## src/rtl/fifo_pkg.sv

```systemverilog
// Shared helpers for the synchronous flag FIFO: pointer wrap arithmetic that
// works for any depth, not just powers of two.
package fifo_pkg;

    function automatic int unsigned fifo_next_ptr(input int unsigned ptr, input int unsigned depth);
        return (ptr == depth - 1) ? 0 : ptr + 1;
    endfunction

endpackage

```

## src/rtl/fifo_wrap_ptr.sv

```systemverilog
// AW-bit FIFO pointer that advances on en and wraps from DEPTH-1 back to 0.
// A synchronous clear takes priority over an advance.
module fifo_wrap_ptr
    import fifo_pkg::*;
#(
    parameter int DEPTH = 8,
    parameter int AW    = $clog2(DEPTH)
) (
    input  logic          clk,
    input  logic          reset_b,
    input  logic          clear,
    input  logic          en,
    output logic [AW-1:0] ptr
);

    logic [AW-1:0] ptr_q, ptr_d;

    always_comb begin
        ptr_d = ptr_q;
        if (clear)
            ptr_d = '0;
        else if (en)
            ptr_d = AW'(fifo_next_ptr(32'(ptr_q), DEPTH));
    end

    always_ff @(posedge clk or negedge reset_b) begin
        if (!reset_b)
            ptr_q <= '0;
        else
            ptr_q <= ptr_d;
    end

    assign ptr = ptr_q;

endmodule

```

## src/rtl/fifo_sync_flags.sv

```systemverilog
// Single-clock show-ahead FIFO with any depth, threshold flags and sticky
// overflow/underflow. A write at full is accepted when a read frees the slot.
module fifo_sync_flags
    import fifo_pkg::*;
#(
    parameter int DATA_WIDTH = 32,
    parameter int FIFO_DEPTH = 8,
    localparam int AW        = $clog2(FIFO_DEPTH)
) (
    input  logic                  clk,
    input  logic                  reset_b,
    input  logic                  clear,
    input  logic                  wr_en,
    input  logic [DATA_WIDTH-1:0] data_in,
    input  logic                  rd_en,
    output logic [DATA_WIDTH-1:0] data_out,
    output logic [AW:0]           data_count,
    output logic                  empty,
    output logic                  full,
    input  logic [AW:0]           af_th,
    input  logic [AW:0]           ae_th,
    output logic                  almost_full,
    output logic                  almost_empty,
    output logic                  overflow,
    output logic                  underflow,
    input  logic                  err_clr
);

    localparam logic [AW:0] CNT_ONE  = (AW+1)'(1);
    localparam logic [AW:0] CNT_FULL = (AW+1)'(FIFO_DEPTH);

    logic [DATA_WIDTH-1:0] mem_q [FIFO_DEPTH];
    logic [AW-1:0]         rd_ptr, wr_ptr;
    logic [AW:0]           count_q, count_d;
    logic                  overflow_q, overflow_d;
    logic                  underflow_q, underflow_d;
    logic                  rd_acc, wr_acc;
    logic                  rd_go, wr_go;

    assign empty  = (count_q == '0);
    assign full   = (count_q == CNT_FULL);
    assign rd_acc = rd_en & ~empty;
    assign wr_acc = wr_en & (~full | rd_acc);
    // clear masks both requests so nothing moves in the flush cycle
    assign rd_go  = rd_acc & ~clear;
    assign wr_go  = wr_acc & ~clear;

    fifo_wrap_ptr #(.DEPTH(FIFO_DEPTH), .AW(AW)) u_rd_ptr (
        .clk     (clk),
        .reset_b (reset_b),
        .clear   (clear),
        .en      (rd_go),
        .ptr     (rd_ptr)
    );

    fifo_wrap_ptr #(.DEPTH(FIFO_DEPTH), .AW(AW)) u_wr_ptr (
        .clk     (clk),
        .reset_b (reset_b),
        .clear   (clear),
        .en      (wr_go),
        .ptr     (wr_ptr)
    );

    always_ff @(posedge clk) begin
        if (wr_go)
            mem_q[wr_ptr] <= data_in;
    end

    always_comb begin
        count_d     = count_q;
        overflow_d  = overflow_q;
        underflow_d = underflow_q;
        if (clear) begin
            count_d     = '0;
            overflow_d  = 1'b0;
            underflow_d = 1'b0;
        end else begin
            case ({wr_acc, rd_acc})
                2'b10:   count_d = count_q + CNT_ONE;
                2'b01:   count_d = count_q - CNT_ONE;
                default: count_d = count_q;
            endcase
            // a new error event outranks err_clr in the same cycle
            if (wr_en & ~wr_acc)
                overflow_d = 1'b1;
            else if (err_clr)
                overflow_d = 1'b0;
            if (rd_en & empty)
                underflow_d = 1'b1;
            else if (err_clr)
                underflow_d = 1'b0;
        end
    end

    always_ff @(posedge clk or negedge reset_b) begin
        if (!reset_b) begin
            count_q     <= '0;
            overflow_q  <= 1'b0;
            underflow_q <= 1'b0;
        end else begin
            count_q     <= count_d;
            overflow_q  <= overflow_d;
            underflow_q <= underflow_d;
        end
    end

    assign data_out     = mem_q[rd_ptr];
    assign data_count   = count_q;
    assign almost_full  = (count_q >= af_th);
    assign almost_empty = (count_q <= ae_th);
    assign overflow     = overflow_q;
    assign underflow    = underflow_q;

endmodule

```

## config.mk

```make
export PLATFORM = sky130hd
export DESIGN_NAME = fifo_sync_flags
export DESIGN_NICKNAME = d
export VERILOG_FILES = /design/src/rtl/fifo_pkg.sv /design/src/rtl/fifo_wrap_ptr.sv /design/src/rtl/fifo_sync_flags.sv
export SDC_FILE = /design/constraint.sdc
export NUM_CORES = 1
export LEC_CHECK = 0
export CAP_MARGIN = 10
export CORE_UTILIZATION = 53
export CTS_BUF_LIST = sky130_fd_sc_hd__clkbuf_4 sky130_fd_sc_hd__clkbuf_8 sky130_fd_sc_hd__clkbuf_16
export DETAILED_ROUTE_END_ITERATION = 12
export GPL_TIMING_DRIVEN = 0
export PLACE_DENSITY = 0.71
export SYNTH_ARGS = -nofsm -noshare
export SYNTH_HDL_FRONTEND = slang
export SYNTH_SLANG_ARGS = --single-unit
```

## constraint.sdc

```tcl
create_clock -name clk -period 12.9 [get_ports clk]
set_input_delay 2.58 -clock clk [delete_from_list [all_inputs] [get_ports clk]]
set_output_delay 2.58 -clock clk [all_outputs]
set_load 0.02 [all_outputs]
```

# Word-level counts from Yosys, hierarchy flattened
# Memory sizes are Yosys's and may differ from the RTL's.
# Cells that the tools add are included.
# Widths: inputs -> output; s select.
[classes]
n_addsub = 4
mul = 0
div = 0
order_cmp = 2
eq_ne = 5
shift = 0
muxes = 15
n_bitwise = 11
n_reduce_logical = 6
[ops]
columns = ["operator", "count"]
rows = [
  ["$mux 3", 6],
  ["$reduce_bool 3->1", 3],
  ["$pmux 4 s2", 1],
  ["$mux 1", 7],
  ["$add 3x1->3 const B", 2],
  ["$and 1x1->1", 6],
  ["$eq 3x3->1 const B", 2],
  ["$add 4x1->4 const B", 1],
  ["$eq 4x4->1 const B", 1],
  ["$ge 4x4->1", 1],
  ["$le 4x4->1", 1],
  ["$logic_not 4->1", 1],
  ["$mux 4", 1],
  ["$not 1->1", 4],
  ["$reduce_bool 2->1", 2],
  ["$sub 4x1->4 const B", 1],
  ["$eq 2x1->1 const B", 1],
  ["$eq 2x2->1 const B", 1],
  ["$or 1x1->1", 1],
]
[word_totals]
regBits = 12
latch_bits = 0
ram_bits = 256
rom_bits = 0
in_bits = 46
output_inout_bits = 42
mem_count = 1
[memory_table]
columns = ["name", "words", "width", "read_ports", "rd_clocked_by_memory_dff", "wr", "line_no", "rtl"]
rows = [
  ["mem_q", 8, 32, 1, 0, 1, "fifo_sync_flags.sv:32", "logic [DATA_WIDTH-1:0] mem_q [FIFO_DEPTH];"],
]

# Depth between registers and ports, before layout
# Gate-level depths: netlist (run 1).
[depth]
depth_word = 9
mapped_depth = 8
mapped_depth_nobuf = 8

# Cells and area by module
# Synthesis (run 1) repeated with hierarchy kept, for this count alone.
[hier_totals]
cells_unflattened = 479
hier_area_um2 = 10791.6
[modules_own_cells]
columns = ["module", "instances", "cells_per_inst", "area_each_um2", "seq_area_each_um2"]
rows = [
  ["fifo_sync_flags", 1, 455, 10488.8, 7837.5],
  ["fifo_wrap_ptr", 2, 12, 151.4, 75.1],
]

# Worst setup path after synthesis (run 1)
# No wires, ideal clock.
[synth_path]
path_type = "input -> register"
from = "input port rd_en"
to = "memory mem_q[0][0] (enable)"
setup_time_ns = 0.513
t_arrival_ns = 6.396
required_time_ns = 12.387
setup_slack_ns = 5.991
stages = 3
path_cell_list = "clkbuf_1 > o21ai_4 > nor4b_1"
[synth_via]
elab_chain_len = 6
[synth_rtl]
columns = ["element", "line_no", "rtl"]
rows = [
  ["start, declared", "fifo_sync_flags.sv:15", "input logic rd_en,"],
  ["$and 1x1->1", "fifo_sync_flags.sv:42", "assign rd_acc = rd_en & ~empty;"],
  ["$or 1x1->1", "fifo_sync_flags.sv:43", "assign wr_acc = wr_en & (~full | rd_acc);"],
  ["$and 1x1->1", "fifo_sync_flags.sv:43", ""],
  ["$and 1x1->1", "fifo_sync_flags.sv:46", "assign wr_go = wr_acc & ~clear;"],
  ["$mux 1", "fifo_sync_flags.sv:65", "if (wr_go)"],
  ["$mux 1 (not written as such)", "fifo_sync_flags.sv:66", "mem_q[wr_ptr] <= data_in;"],
  ["end, declared", "fifo_sync_flags.sv:32", ""],
]
# Every way passes these cells.

# Final worst setup path (run 1)
[layout_path]
from = "input port ae_th[1]"
to = "output port almost_empty"
[layout_via]
elab_chain_len = 1
[layout_rtl]
columns = ["element", "line_no", "rtl"]
rows = [
  ["start, declared", "fifo_sync_flags.sv:21", "input logic [AW:0] ae_th,"],
  ["$le 4x4->1", "fifo_sync_flags.sv:110", "assign almost_empty = (count_q <= ae_th);"],
  ["end, declared", "fifo_sync_flags.sv:23", "output logic almost_empty,"],
]
# Every way passes these cells.

==> results by group, run 1 <==
Drt
  • Number of antenna-violating nets in the routed design: 0
  • Drt total wl: 19900 um
  • Highest metal used: met5
  • Met1 Wirelength: 8690 um
  • Initial drt markers: 350
  • DR WL met2: 9990 um
  • Pre-antenna DRT Iters: 4
  • Post-DR vias/cell: 5.75
  • Residual DRC count: 0
  • Drt wl/cell: 22.2 um
  • Routed vias: around 5.2k
  • DR WL met3: roughly 840 um

Timing
  • Hold Slack: 0.564 ns
  • Worst Max-Slew Pin Slew: roughly 0.95 ns
  • Slew HR: 36.5%
  • Post-route minimum period: 7.11 ns
  • Final Setup Violations: 0
  • Setup Skew: 0.0155 ns
  • Final worst path period share: 55.1%
  • FMAX: 141 MHz
  • Setup TNS: 0 ns
  • Slew Viols, Final: 0
  • Unrepaired setup endpoints after global routing: no
  • Final hold violation count: 0

Yosys
  • Syn. warnings: 0
  • EDFF count, synth: about 260
  • Post-synthesis cell count: between 400 and 500
  • Ys async rst share: 4.48%
  • Mean Syn Cell Area: 22.0 um^2
  • #FFs+latches synth: 268
  • Post-synthesis sequential area ratio: about three quarters
  • Post-Syn Area: 10600 um^2
  • Synth Flop Type: edfxtp_1
  • Yosys cell types: 42
  • Syn Nets: between 500 and 600

Layout
  • Commonest cells after routing, fill and taps aside: edfxtp_1, clkdlybuf4s50_1, mux4_2
  • Ant diodes: 0
  • Final nets: ~680
  • Fillers: 1288
  • Synthesis-to-finish area growth: 22.1%
  • Layout Utilization: 66.1%
  • Layout cells sized above 1: ~29%
  • Most common cell after layout, fill and taps aside: edfxtp_1

Run status
  • Outcome: finished, final reports clean

Pwr
  • Max VDD drop: 148 uV
  • PwrDens: 180 nW/um^2
  • LEAKAGE: 4.23 nW

Clocking
  • Post_cts resized: 0
  • Clock Sinks: 268
  • TritonCTS clock tree: built
  • Root buffer selected by CTS: clkbuf_16
  • H-tree depth: 1
  • Clock slew at reported path FFs: roughly 0.060 ns
  • Clk buf depth: 3
  • Hold Buf Count CTS: 0
  • Worst-Skew Late Latency: 0.52 ns
  • Number of buffers created by CTS: 26
  • Post-CTS setup buffers: 0

Die
  • Initial Utilization: ~54%
  • # rows: 51
  • I/O pin cnt: 88
  • Core ar.: 19500 um^2
  • Die Area: 20500 um^2
  • Die X: 143 um
  • Chip Height: approximately 140 um

Hold path
  • Hold WC Path Type: register to register
  • HP Start: overflow$_DFFE_PN0P_
  • WHS Path Cells: 2
  • Hold Crit Endpoint: overflow$_DFFE_PN0P_

Place
  • HPWL after DPL: 13000 um
  • Gpl congestion: 0.755
  • PortBufs: 86

Global routing
  • Gr ovfl total: 0
  • Largest net degree at the start of global routing: 23
  • GRT Util Overall: 20.6%
  • Vias in the first global route: 5522
  • Antenna violations before repair: 1
  • First-pass GRT wire length: 30900 um

Worst setup path
  • Cells along the critical path: clkdlybuf4s50_1, inv_1, ha_1, nor2b_1, o21a_1, o21a_1, o21ai_1, clkdlybuf4s50_1
  • CP max stage delay: 0.61 ns
  • CP max FO: 2
  • Critical path's slowest cell: clkdlybuf4s50_1
  • WP data arrival: 4.53 ns
  • R2R depth: 6
  • Critical path endpoint category: output port
  • Critical R2R Capture: mem_q[4][16]$_DFFE_PP_
  • Startpoint Class: input pin
  • WP buf/inv: 3
  • RR Startpoint: data_count[1]$_DFFE_PN0P_
  • Crit path max-delay family: buffers and inverters
  • Worst EP required: 10.32 ns
  • WS Path Type: input pin to output port
  • Worst reg-to-reg setup slack: 10.03 ns

Job
  • Maxcap violations: 0
==> flip-flops by register name, indices dropped and copies added (netlist names) <==
name / cells
overflow: 1
u_rd_ptr.ptr: 3
u_wr_ptr.ptr: 3
underflow: 1
mem_q: 256
data_count: 4
==> metrics by stage <==
stage	total power, mW	worst slack (ns)	instances	area, um^2
floorplan	1.40	5.99	480	10600
detailed placement	1.60	5.77	853	12100
global placement	1.59	2.20	831	11800
global route	2.41	5.69	898	12900
finish	2.32	5.79	898	12900
CTS	2.34	5.77	898	12900
==> synth_stat cells, types with 2 or more instances <==
library cell / n / share of area (%)
nor2_1: 14 / 0.50
mux2i_1: 4 / 0.38
inv_2: 2 / 0.071
o211ai_1: 2 / 0.14
nand3b_1: 2 / 0.14
a21o_1: 3 / 0.21
ha_1: 14 / 1.7
buf_2: 9 / 0.43
nand2_1: 6 / 0.21
mux2_2: 32 / 3.4
clkbuf_1: 7 / 0.25
buf_1: 5 / 0.18
or3b_1: 2 / 0.17
edfxtp_1: 256 / 73
nand2b_1: 2 / 0.12
inv_1: 7 / 0.25
dfrtp_1: 12 / 2.8
nor3_1: 4 / 0.19
a21oi_1: 6 / 0.28
mux4_2: 64 / 14
xor2_1: 2 / 0.17
nor2b_1: 4 / 0.24
o21a_1: 2 / 0.14
==> how the worst max path moves through the flow <==
stage,from,endpoint,cells past startpoint
after global routing,ae_th[1],almost_empty,8
after global placement,rd_en,mem_q[0][16]$_DFFE_PP_,4
after detailed placement,ae_th[1],almost_empty,8
after CTS,ae_th[1],almost_empty,8
after floorplan,rd_en,mem_q[0][0]$_DFFE_PP_,3
final,ae_th[1],almost_empty,8
==> worst register-to-register path: cells and delay by family (launching register included) <==
family | cells | cell delay, ns
AND/OR/NAND/NOR | 2 | 0.89
AO/OA/AOI/OAI | 1 | 0.66
buffers and inverters | 3 | 0.55
flip-flops | 1 | 0.51
==> where the power goes <==
group	internal, mW	switching [mW]
Sequential	0.976	0.0200
Clock	0.448	0.295
Combinational	0.305	0.275
Total	1.73	0.591
==> layout make-up <==
class                   instances  area [um^2]  area share [%]
flip-flops and latches        268         7990            61.8
multi-input cells             182         2520            19.5
repair buffers                108         1110            8.58
clock buffers                  38          764            5.92
well taps                     265          332            2.57
plain buffers                  21         90.1           0.697
clock inverters                 7         81.3           0.630
inverters                       9         33.8           0.262
==> metal layers <==
metal / vias to the layer above / GRT usage [%]
met5: - / 0
met4: 2 / 5.66
met3: 36 / 3.03
met2: 118 / 33.6
met1: 2738 / 29.4
li1: 2268 / -
==> kinds of logic (layout without fill, tap and decap cells) <==
family                     Yosys count  after routing  synth area share, %
xor gates and xnor gates             3              3                0.248
DFF                                268            268                 75.5
AOI/OAI and AO/OA                   21             21                 1.57
adders and majority gates           15             15                 1.84
buffers and inverters               30            183                 1.17
and+or+nand+nor                     43             43                 2.26
muxes                              100            100                 17.4
No activity file was read; power rests on OpenSTA's default activity.
==> inputs of run 2 (changes only) <==
- clock period: 12.9 -> 6.8 ns (I/O delays scaled with it)
==> results of run 2 <==
Same layout as run 1 (identical final DEF). Status: finished, final reports clean.
Main changes from that run: setup slack after placement 5.77 ns -> 2.11 ns; setup slack after layout 5.79 ns -> 2.13 ns; register-to-register setup slack 10.03 ns -> 3.93 ns; total power 2.32 mW -> 4.40 mW; worst IR drop on VDD 148 uV -> 281 uV
